## config.mk

```make
export PLATFORM = sky130hd
export DESIGN_NAME = hazard_stall_ctrl_flat
export DESIGN_NICKNAME = d
export VERILOG_FILES = /design/src/rtl/hazard_stall_ctrl_pkg.sv /design/src/rtl/hazard_stall_ctrl_if.sv /design/src/rtl/hazard_stall_ctrl_raw_compare.sv /design/src/rtl/hazard_stall_ctrl.sv /design/src/flat_wrapper.sv
export SDC_FILE = /design/constraint.sdc
export NUM_CORES = 1
export LEC_CHECK = 0
export CORE_MARGIN = 2
export CORE_UTILIZATION = 26
export DETAILED_ROUTE_END_ITERATION = 10
export GPL_ROUTABILITY_DRIVEN = 0
export PLACE_DENSITY_LB_ADDON = 0.3
export RECOVER_POWER = 25
export SYNTH_ARGS = -nofsm -noshare
export SYNTH_HDL_FRONTEND = slang
export SYNTH_SLANG_ARGS = --single-unit
```

## constraint.sdc

```tcl
create_clock -name CLK -period 8.07 [get_ports CLK]
set_clock_uncertainty 0.15 [all_clocks]
set_input_delay 1.614 -clock CLK [delete_from_list [all_inputs] [get_ports CLK]]
set_output_delay 1.614 -clock CLK [all_outputs]
set_load 0.005 [all_outputs]
```

## src/rtl/hazard_stall_ctrl_pkg.sv

```systemverilog
// Shared definitions for the hazard/stall sequencer: control-word field positions
// and the multiplier-sequencing FSM state encoding.
package hazard_stall_ctrl_pkg;

   localparam int CW_MUL    = 22;
   localparam int CW_RS_HI  = 21;
   localparam int CW_RS_LO  = 17;
   localparam int CW_RT_HI  = 16;
   localparam int CW_RT_LO  = 12;
   localparam int CW_RD_HI  = 11;
   localparam int CW_RD_LO  = 7;
   localparam int CW_WRF    = 6;
   localparam int CW_MUXREG = 3;

   typedef enum logic [1:0] {
      RUN       = 2'd0,
      MUL_START = 2'd1,
      MUL_WAIT  = 2'd2,
      MUL_DRAIN = 2'd3
   } state_e;

endpackage

```

## src/rtl/hazard_stall_ctrl_if.sv

```systemverilog
// Pipeline-control bundle between the core datapath (master) and the stall sequencer (slave).
// With HAZ_PERF_CNT_EN defined the bundle also carries the two stall performance counters.
interface hazard_stall_ctrl_if #(
   parameter int CW = 32
);

   logic [CW-1:0] ctrl_id;
   logic [CW-1:0] ctrl_ex;
   logic [CW-1:0] ctrl_mem;
   logic [CW-1:0] ctrl_wb;
   logic          mul_done;
   logic          mul_idle;
   logic          pc_stall;
   logic          id_stall;
   logic          ex_bubble;
   logic          ex_hold;
   logic          mul_start;
   logic          mul_err;
`ifdef HAZ_PERF_CNT_EN
   logic [15:0]   raw_stall_cnt;
   logic [15:0]   mul_stall_cnt;
`endif

   modport master (
      output ctrl_id, ctrl_ex, ctrl_mem, ctrl_wb, mul_done, mul_idle,
      input  pc_stall, id_stall, ex_bubble, ex_hold, mul_start, mul_err
`ifdef HAZ_PERF_CNT_EN
      , input raw_stall_cnt, mul_stall_cnt
`endif
   );

   modport slave (
      input  ctrl_id, ctrl_ex, ctrl_mem, ctrl_wb, mul_done, mul_idle,
      output pc_stall, id_stall, ex_bubble, ex_hold, mul_start, mul_err
`ifdef HAZ_PERF_CNT_EN
      , output raw_stall_cnt, mul_stall_cnt
`endif
   );

endinterface

```

## src/rtl/hazard_stall_ctrl_raw_compare.sv

```systemverilog
// Read-after-write match of one producer stage against the decode-stage source registers.
module hazard_stall_ctrl_raw_compare #(
   parameter int RA = 5
) (
   input  logic          prod_wr,
   input  logic [RA-1:0] prod_rd,
   input  logic [RA-1:0] id_rs,
   input  logic [RA-1:0] id_rt,
   input  logic          id_rt_used,
   output logic          hit
);

   logic rd_live;

   // r0 is hard-wired zero, so a write to it never produces anything to wait for
   assign rd_live = prod_wr && (prod_rd != '0);
   assign hit     = rd_live && ((prod_rd == id_rs) || (id_rt_used && (prod_rd == id_rt)));

endmodule

```

## src/rtl/hazard_stall_ctrl.sv

```systemverilog
// Stall/bubble sequencer for the 5-stage core: RAW detection against EX/MEM/WB and
// start/done sequencing of the multi-cycle multiplier. Optional counters: HAZ_PERF_CNT_EN.
module hazard_stall_ctrl
   import hazard_stall_ctrl_pkg::*;
#(
   parameter int CW          = 32,
   parameter int RA          = 5,
   parameter int MUL_TIMEOUT = 48,
   parameter int TW          = 6
) (
   input  logic              CLK,
   input  logic              Rst,
   hazard_stall_ctrl_if.slave bus
);

   logic [CW-1:0] ctrl_id;
   logic [CW-1:0] ctrl_ex;
   logic [CW-1:0] ctrl_mem;
   logic [CW-1:0] ctrl_wb;
   logic [RA-1:0] id_rs;
   logic [RA-1:0] id_rt;
   logic          id_rt_used;
   logic [2:0]    hit;
   logic          raw_any;
   logic          mul_req;
   logic          unused_ctrl_bits;

   assign ctrl_id  = bus.ctrl_id;
   assign ctrl_ex  = bus.ctrl_ex;
   assign ctrl_mem = bus.ctrl_mem;
   assign ctrl_wb  = bus.ctrl_wb;

   assign id_rs      = ctrl_id[CW_RS_HI:CW_RS_LO];
   assign id_rt      = ctrl_id[CW_RT_HI:CW_RT_LO];
   assign id_rt_used = ~ctrl_id[CW_MUXREG];
   assign mul_req    = ctrl_ex[CW_MUL];
   assign unused_ctrl_bits = ^{ctrl_id, ctrl_ex, ctrl_mem, ctrl_wb};

   // WB is checked too: the register file has no write-through on the shared edge
   hazard_stall_ctrl_raw_compare #(.RA(RA)) u_cmp_ex (
      .prod_wr   (ctrl_ex[CW_WRF]),
      .prod_rd   (ctrl_ex[CW_RD_HI:CW_RD_LO]),
      .id_rs     (id_rs),
      .id_rt     (id_rt),
      .id_rt_used(id_rt_used),
      .hit       (hit[0])
   );

   hazard_stall_ctrl_raw_compare #(.RA(RA)) u_cmp_mem (
      .prod_wr   (ctrl_mem[CW_WRF]),
      .prod_rd   (ctrl_mem[CW_RD_HI:CW_RD_LO]),
      .id_rs     (id_rs),
      .id_rt     (id_rt),
      .id_rt_used(id_rt_used),
      .hit       (hit[1])
   );

   hazard_stall_ctrl_raw_compare #(.RA(RA)) u_cmp_wb (
      .prod_wr   (ctrl_wb[CW_WRF]),
      .prod_rd   (ctrl_wb[CW_RD_HI:CW_RD_LO]),
      .id_rs     (id_rs),
      .id_rt     (id_rt),
      .id_rt_used(id_rt_used),
      .hit       (hit[2])
   );

   assign raw_any = |hit;

   state_e        state_q, state_d;
   logic [TW-1:0] cnt_q, cnt_d;
   logic          err_q, err_d;
   logic          skip_q, skip_d;
   logic          pc_stall_c, id_stall_c, ex_bubble_c, ex_hold_c, mul_start_c;

   always_ff @(posedge CLK or posedge Rst) begin
      if (Rst) begin
         state_q <= RUN;
         cnt_q   <= '0;
         err_q   <= 1'b0;
         skip_q  <= 1'b0;
      end else begin
         state_q <= state_d;
         cnt_q   <= cnt_d;
         err_q   <= err_d;
         skip_q  <= skip_d;
      end
   end

   always_comb begin
      state_d     = state_q;
      cnt_d       = cnt_q;
      err_d       = err_q;
      skip_d      = 1'b0;
      pc_stall_c  = 1'b0;
      id_stall_c  = 1'b0;
      ex_bubble_c = 1'b0;
      ex_hold_c   = 1'b0;
      mul_start_c = 1'b0;
      case (state_q)
         RUN: begin
            if (raw_any) begin
               pc_stall_c  = 1'b1;
               id_stall_c  = 1'b1;
               ex_bubble_c = 1'b1;
            end else if (mul_req && !skip_q) begin
               // skip_q masks the multiply that just drained from restarting
               if (bus.mul_idle) begin
                  state_d = MUL_START;
               end else begin
                  ex_hold_c  = 1'b1;
                  pc_stall_c = 1'b1;
                  id_stall_c = 1'b1;
               end
            end
         end
         MUL_START: begin
            mul_start_c = 1'b1;
            ex_hold_c   = 1'b1;
            pc_stall_c  = 1'b1;
            id_stall_c  = 1'b1;
            cnt_d       = '0;
            state_d     = MUL_WAIT;
         end
         MUL_WAIT: begin
            ex_hold_c  = 1'b1;
            pc_stall_c = 1'b1;
            id_stall_c = 1'b1;
            cnt_d      = cnt_q + TW'(1);
            if (bus.mul_done) begin
               state_d = MUL_DRAIN;
            end else if (cnt_q == TW'(MUL_TIMEOUT - 1)) begin
               err_d   = 1'b1;
               state_d = MUL_DRAIN;
            end
         end
         MUL_DRAIN: begin
            // ex_hold low lets D1 capture the product
            pc_stall_c = 1'b1;
            id_stall_c = 1'b1;
            skip_d     = 1'b1;
            state_d    = RUN;
         end
         default: state_d = RUN;
      endcase
   end

   assign bus.pc_stall  = pc_stall_c  & ~Rst;
   assign bus.id_stall  = id_stall_c  & ~Rst;
   assign bus.ex_bubble = ex_bubble_c & ~Rst;
   assign bus.ex_hold   = ex_hold_c   & ~Rst;
   assign bus.mul_start = mul_start_c & ~Rst;
   assign bus.mul_err   = err_q;

`ifdef HAZ_PERF_CNT_EN
   function automatic logic [15:0] sat_inc(input logic [15:0] v, input logic en);
      if (en && (v != 16'hFFFF)) return v + 16'd1;
      return v;
   endfunction

   logic [15:0] raw_cnt_q, raw_cnt_d;
   logic [15:0] mul_cnt_q, mul_cnt_d;

   always_comb begin
      raw_cnt_d = sat_inc(raw_cnt_q, ex_bubble_c);
      mul_cnt_d = sat_inc(mul_cnt_q, ex_hold_c);
   end

   always_ff @(posedge CLK or posedge Rst) begin
      if (Rst) begin
         raw_cnt_q <= '0;
         mul_cnt_q <= '0;
      end else begin
         raw_cnt_q <= raw_cnt_d;
         mul_cnt_q <= mul_cnt_d;
      end
   end

   assign bus.raw_stall_cnt = raw_cnt_q;
   assign bus.mul_stall_cnt = mul_cnt_q;
`endif

endmodule

```

## src/flat_wrapper.sv

```systemverilog
// flat-port wrapper written by rule: the top's interface ports become plain ports
module hazard_stall_ctrl_flat import hazard_stall_ctrl_pkg::*;
#(
   parameter int CW          = 32,
   parameter int RA          = 5,
   parameter int MUL_TIMEOUT = 48,
   parameter int TW          = 6
)
  (CLK, Rst, bus_ctrl_id, bus_ctrl_ex, bus_ctrl_mem, bus_ctrl_wb, bus_mul_done, bus_mul_idle, bus_pc_stall, bus_id_stall, bus_ex_bubble, bus_ex_hold, bus_mul_start, bus_mul_err);
  hazard_stall_ctrl_if #(.CW(CW)) bus_i ();
  input  logic CLK;
  input  logic Rst;
  input wire logic [$bits(bus_i.ctrl_id)-1:0] bus_ctrl_id;
  input wire logic [$bits(bus_i.ctrl_ex)-1:0] bus_ctrl_ex;
  input wire logic [$bits(bus_i.ctrl_mem)-1:0] bus_ctrl_mem;
  input wire logic [$bits(bus_i.ctrl_wb)-1:0] bus_ctrl_wb;
  input wire logic [$bits(bus_i.mul_done)-1:0] bus_mul_done;
  input wire logic [$bits(bus_i.mul_idle)-1:0] bus_mul_idle;
  output wire logic [$bits(bus_i.pc_stall)-1:0] bus_pc_stall;
  output wire logic [$bits(bus_i.id_stall)-1:0] bus_id_stall;
  output wire logic [$bits(bus_i.ex_bubble)-1:0] bus_ex_bubble;
  output wire logic [$bits(bus_i.ex_hold)-1:0] bus_ex_hold;
  output wire logic [$bits(bus_i.mul_start)-1:0] bus_mul_start;
  output wire logic [$bits(bus_i.mul_err)-1:0] bus_mul_err;
  assign bus_i.ctrl_id = bus_ctrl_id;
  assign bus_i.ctrl_ex = bus_ctrl_ex;
  assign bus_i.ctrl_mem = bus_ctrl_mem;
  assign bus_i.ctrl_wb = bus_ctrl_wb;
  assign bus_i.mul_done = bus_mul_done;
  assign bus_i.mul_idle = bus_mul_idle;
  assign bus_pc_stall = bus_i.pc_stall;
  assign bus_id_stall = bus_i.id_stall;
  assign bus_ex_bubble = bus_i.ex_bubble;
  assign bus_ex_hold = bus_i.ex_hold;
  assign bus_mul_start = bus_i.mul_start;
  assign bus_mul_err = bus_i.mul_err;
  hazard_stall_ctrl #(.CW(CW), .RA(RA), .MUL_TIMEOUT(MUL_TIMEOUT), .TW(TW)) u_core (.CLK(CLK), .Rst(Rst), .bus(bus_i));
endmodule
```

==> metrics.md <==
| Metric | Value |
|---|---|
| IO Count | 138 |
| Library cells used by synthesis | 29 |
| Die Height | 65.3 um |
| Vias in the first global route | 982 |
| Unrepaired setup endpoints after global routing | no |
| Worst R2R Setup Slack | 6160 ps |
| Row count | 22 |
| IO Port Bufs | 39 |
| Post-Syn Area | 977 um2 |
| Fmax | 0.161 GHz |
| Data required, critical path | 6310 ps |
| Core Area | 3630 um2 |
| Main combinational cell family by area after synthesis | XOR/XNOR gates |
| P_leak | 0.539 nW |
| Worst skew pair latency | 230 ps |
| Area contributors post-synth | dfrtp_1, xnor2_1, ha_1, nand2_1, xor2_1 |
| DR DRC count | 0 |
| Htree depth | 1 |
| Crit path DAT | 4440 ps |
| Global route overflow | 0 |
| Total GRT Usage | 0.141 |
| Post-route clock period utilization | 0.769 |
| Post-Synth Simple-Gate Area | 0.184 |
| Reg-to-reg endpoint | u_core.cnt_q[5] |
| CTS sink cnt | 10 |
| Cell Pwr Density | 190 nW/um2 |
| Initial DRC count | 46 |
| CTS tree | built |
| Starting Density | 0.269 |
| Post-Synth Adder-Cell Area | 0.0768 |
| Yosys top cell area share | 0.256 |
| Initial antenna violation count | 0 |
| Crit path launch | bus_ctrl_ex[8] |
| Slew @ Worst Pin | 776 ps |
| Post-synthesis mux area share | 0.0256 |
| Dpl hpwl | 2370 um |
| Slew Viols, Final | 0 |
| Endpoints failing setup | 0 |
| Worst r2r src | u_core.state_q[1] |
| Die area | 4260 um2 |
| Hold Crit Class | reg2reg |
| Largest net degree at the start of global routing | 12 |
| N_diodes | 0 |
| IR drop worst, VDD | 0.125 mV |
| Die W | 65.3 um |
| Final hold violation count | 0 |
| Post-CTS Resized | 0 |
| Final WL | 2890 um |
| Pre-CTS setup slack | 1800 ps |
| # hold bufs at CTS | 0 |
| DR pass1 iterations | 4 |
| Vias post-DR | 978 |
| Sequential area share after synthesis | 0.256 |
| Crit path to | bus_ex_hold |
| Fraction of layout cells with a size suffix above 1 | 0.0400 |
| Via density | 4.94 |
| Slew HR | 0.482 |
| WL/cell | 14.6 um |
| Minimum clock period | 6210 ps |
| Post-Synthesis Cells | 111 |
| Outcome | complete, no violations |
| Area Growth Syn to Fin | 48.8% |
| Synth Area in XOR/XNOR | 0.278 |
| Root Driver | clkbuf_8 |
| Critical Setup Path Class | in2out |
| Clk slew on worst S/H paths | 40 ps |
| CP Launch Type | input port |
| Final worst slack | 1860 ps |
| Mapped Nets | 249 |
| Worst reg2reg path depth | 5 |
| Deepest clock path buffer count | 2 |
| Max-cap violations | 0 |
| Crit end category | primary output |
| Post-synth top area cell | dfrtp_1 |
| Syn avg cell area | 8.80 um2 |
| Layout Nets | 290 |
| Compound-cell area share of the yosys netlist | 0.137 |
| Synth warnings | 0 |
| Global-route wire length before repair | 4670 um |
| #FFs+latches synth | 10 |
| Post-CTS Setup Bufs | 0 |
| Worst-path fanout max | 4 |
| Setup TNS | 0 ps |
| DRT antenna net count | 0 |
| Total CTS buffers | 3 |
-- worst min path at each step --
stage	start	to	slack, ps	depth (start not counted)
5_1_grt	u_core.bus.mul_err	u_core.bus.mul_err	350	1
2_1_floorplan	u_core.bus.mul_err	u_core.bus.mul_err	320	1
6_report	u_core.bus.mul_err	u_core.bus.mul_err	310	1
4_1_cts	u_core.bus.mul_err	u_core.bus.mul_err	310	1
3_5_place_dp	u_core.bus.mul_err	u_core.bus.mul_err	310	1
3_3_place_gp	u_core.bus.mul_err	u_core.bus.mul_err	310	1
-- state kept, by name, indices dropped and copies added (netlist names) --
register	count
u_core.bus.mul_err	1
u_core.cnt_q	6
u_core.skip_q	1
u_core.state_q	2
-- cell usage in the layout (no fill, tap or decap), types with 2 or more instances in the layout --
cell / n
o32ai_1: 3
ha_1: 6
o21ai_0: 4
clkdlybuf4s50_1: 39
o21a_1: 3
xor2_1: 4
nor3b_1: 2
xnor2_1: 27
nand4_1: 4
nand3_1: 6
or4_1: 3
dfrtp_1: 10
nand2_1: 11
nor2b_1: 3
inv_1: 7
a21oi_1: 2
clkbuf_8: 3
nor3_1: 2
-- layout make-up --
cell class	instances	area (um2)
fillers	387	2180
flip-flops and latches	10	250
repair buffers	39	390
multi-input cells	91	686
inverters	7	26.3
well taps	48	60.1
clock buffers	3	41.3
-- metrics by stage --
stage / std cells / power, mW / hold slack [ps] / area, um2 / utilization
after global placement: 195 / 0.223 / 309 / 1410 / 0.389
after detailed placement: 195 / 0.226 / 309 / 1410 / 0.389
after global routing: 198 / 0.301 / 347 / 1450 / 0.400
final: 198 / 0.276 / 309 / 1450 / 0.400
after floorplan: 111 / 0.170 / 316 / 977 / -
after CTS: 198 / 0.279 / 314 / 1450 / 0.400
-- synth_stat cells --
cell type   n
xnor2_1    27
nand2_1    11
dfrtp_1    10
inv_1       7
ha_1        6
nand3_1     6
nand4_1     4
o21ai_0     4
xor2_1      4
nor2b_1     3
o21a_1      3
o32ai_1     3
or4_1       3
a21oi_1     2
clkbuf_1    2
nor3_1      2
nor3b_1     2
a222oi_1    1
a22oi_1     1
a31o_2      1
a31oi_1     1
buf_4       1
mux2_4      1
mux2i_1     1
nand3b_1    1
nor2_1      1
o221ai_2    1
o31ai_1     1
or3_1       1
-- kinds of logic (layout without fill, tap and decap cells) --
group,count (synthesis),after routing
AND/OR/NAND/NOR,34,34
XOR/XNOR,31,31
AO/OA/AOI/OAI,18,18
flip-flops,10,10
buffers and inverters,10,49
adder cells (fa/ha/maj),6,6
multiplexers,2,2
-- critical path: stages --
cell and delay, ps:
clkdlybuf4s50_1 480, or4_1 540, o21a_1 200, a222oi_1 710, a31oi_1 190, nor3_1 170, clkdlybuf4s50_1 530
-- power breakdown --
| group | total [mW] | switching, mW | internal [mW] |
|---|---|---|---|
| combinational | 0.155 | 0.0765 | 0.0784 |
| sequential | 0.0710 | 0.00910 | 0.0619 |
| clock | 0.0503 | 0.0178 | 0.0325 |
| total | 0.276 | 0.103 | 0.173 |
-- layer usage --
| metal | global-route usage | wire, um |
|---|---|---|
| met2 | 0.241 | 1340 |
| met5 | 0 | 0 |
| met3 | 0.0308 | 291 |
| met4 | 0.0443 | 36 |
| met1 | 0.176 | 1220 |
Note: power is estimated with default switching activity, not from simulation.
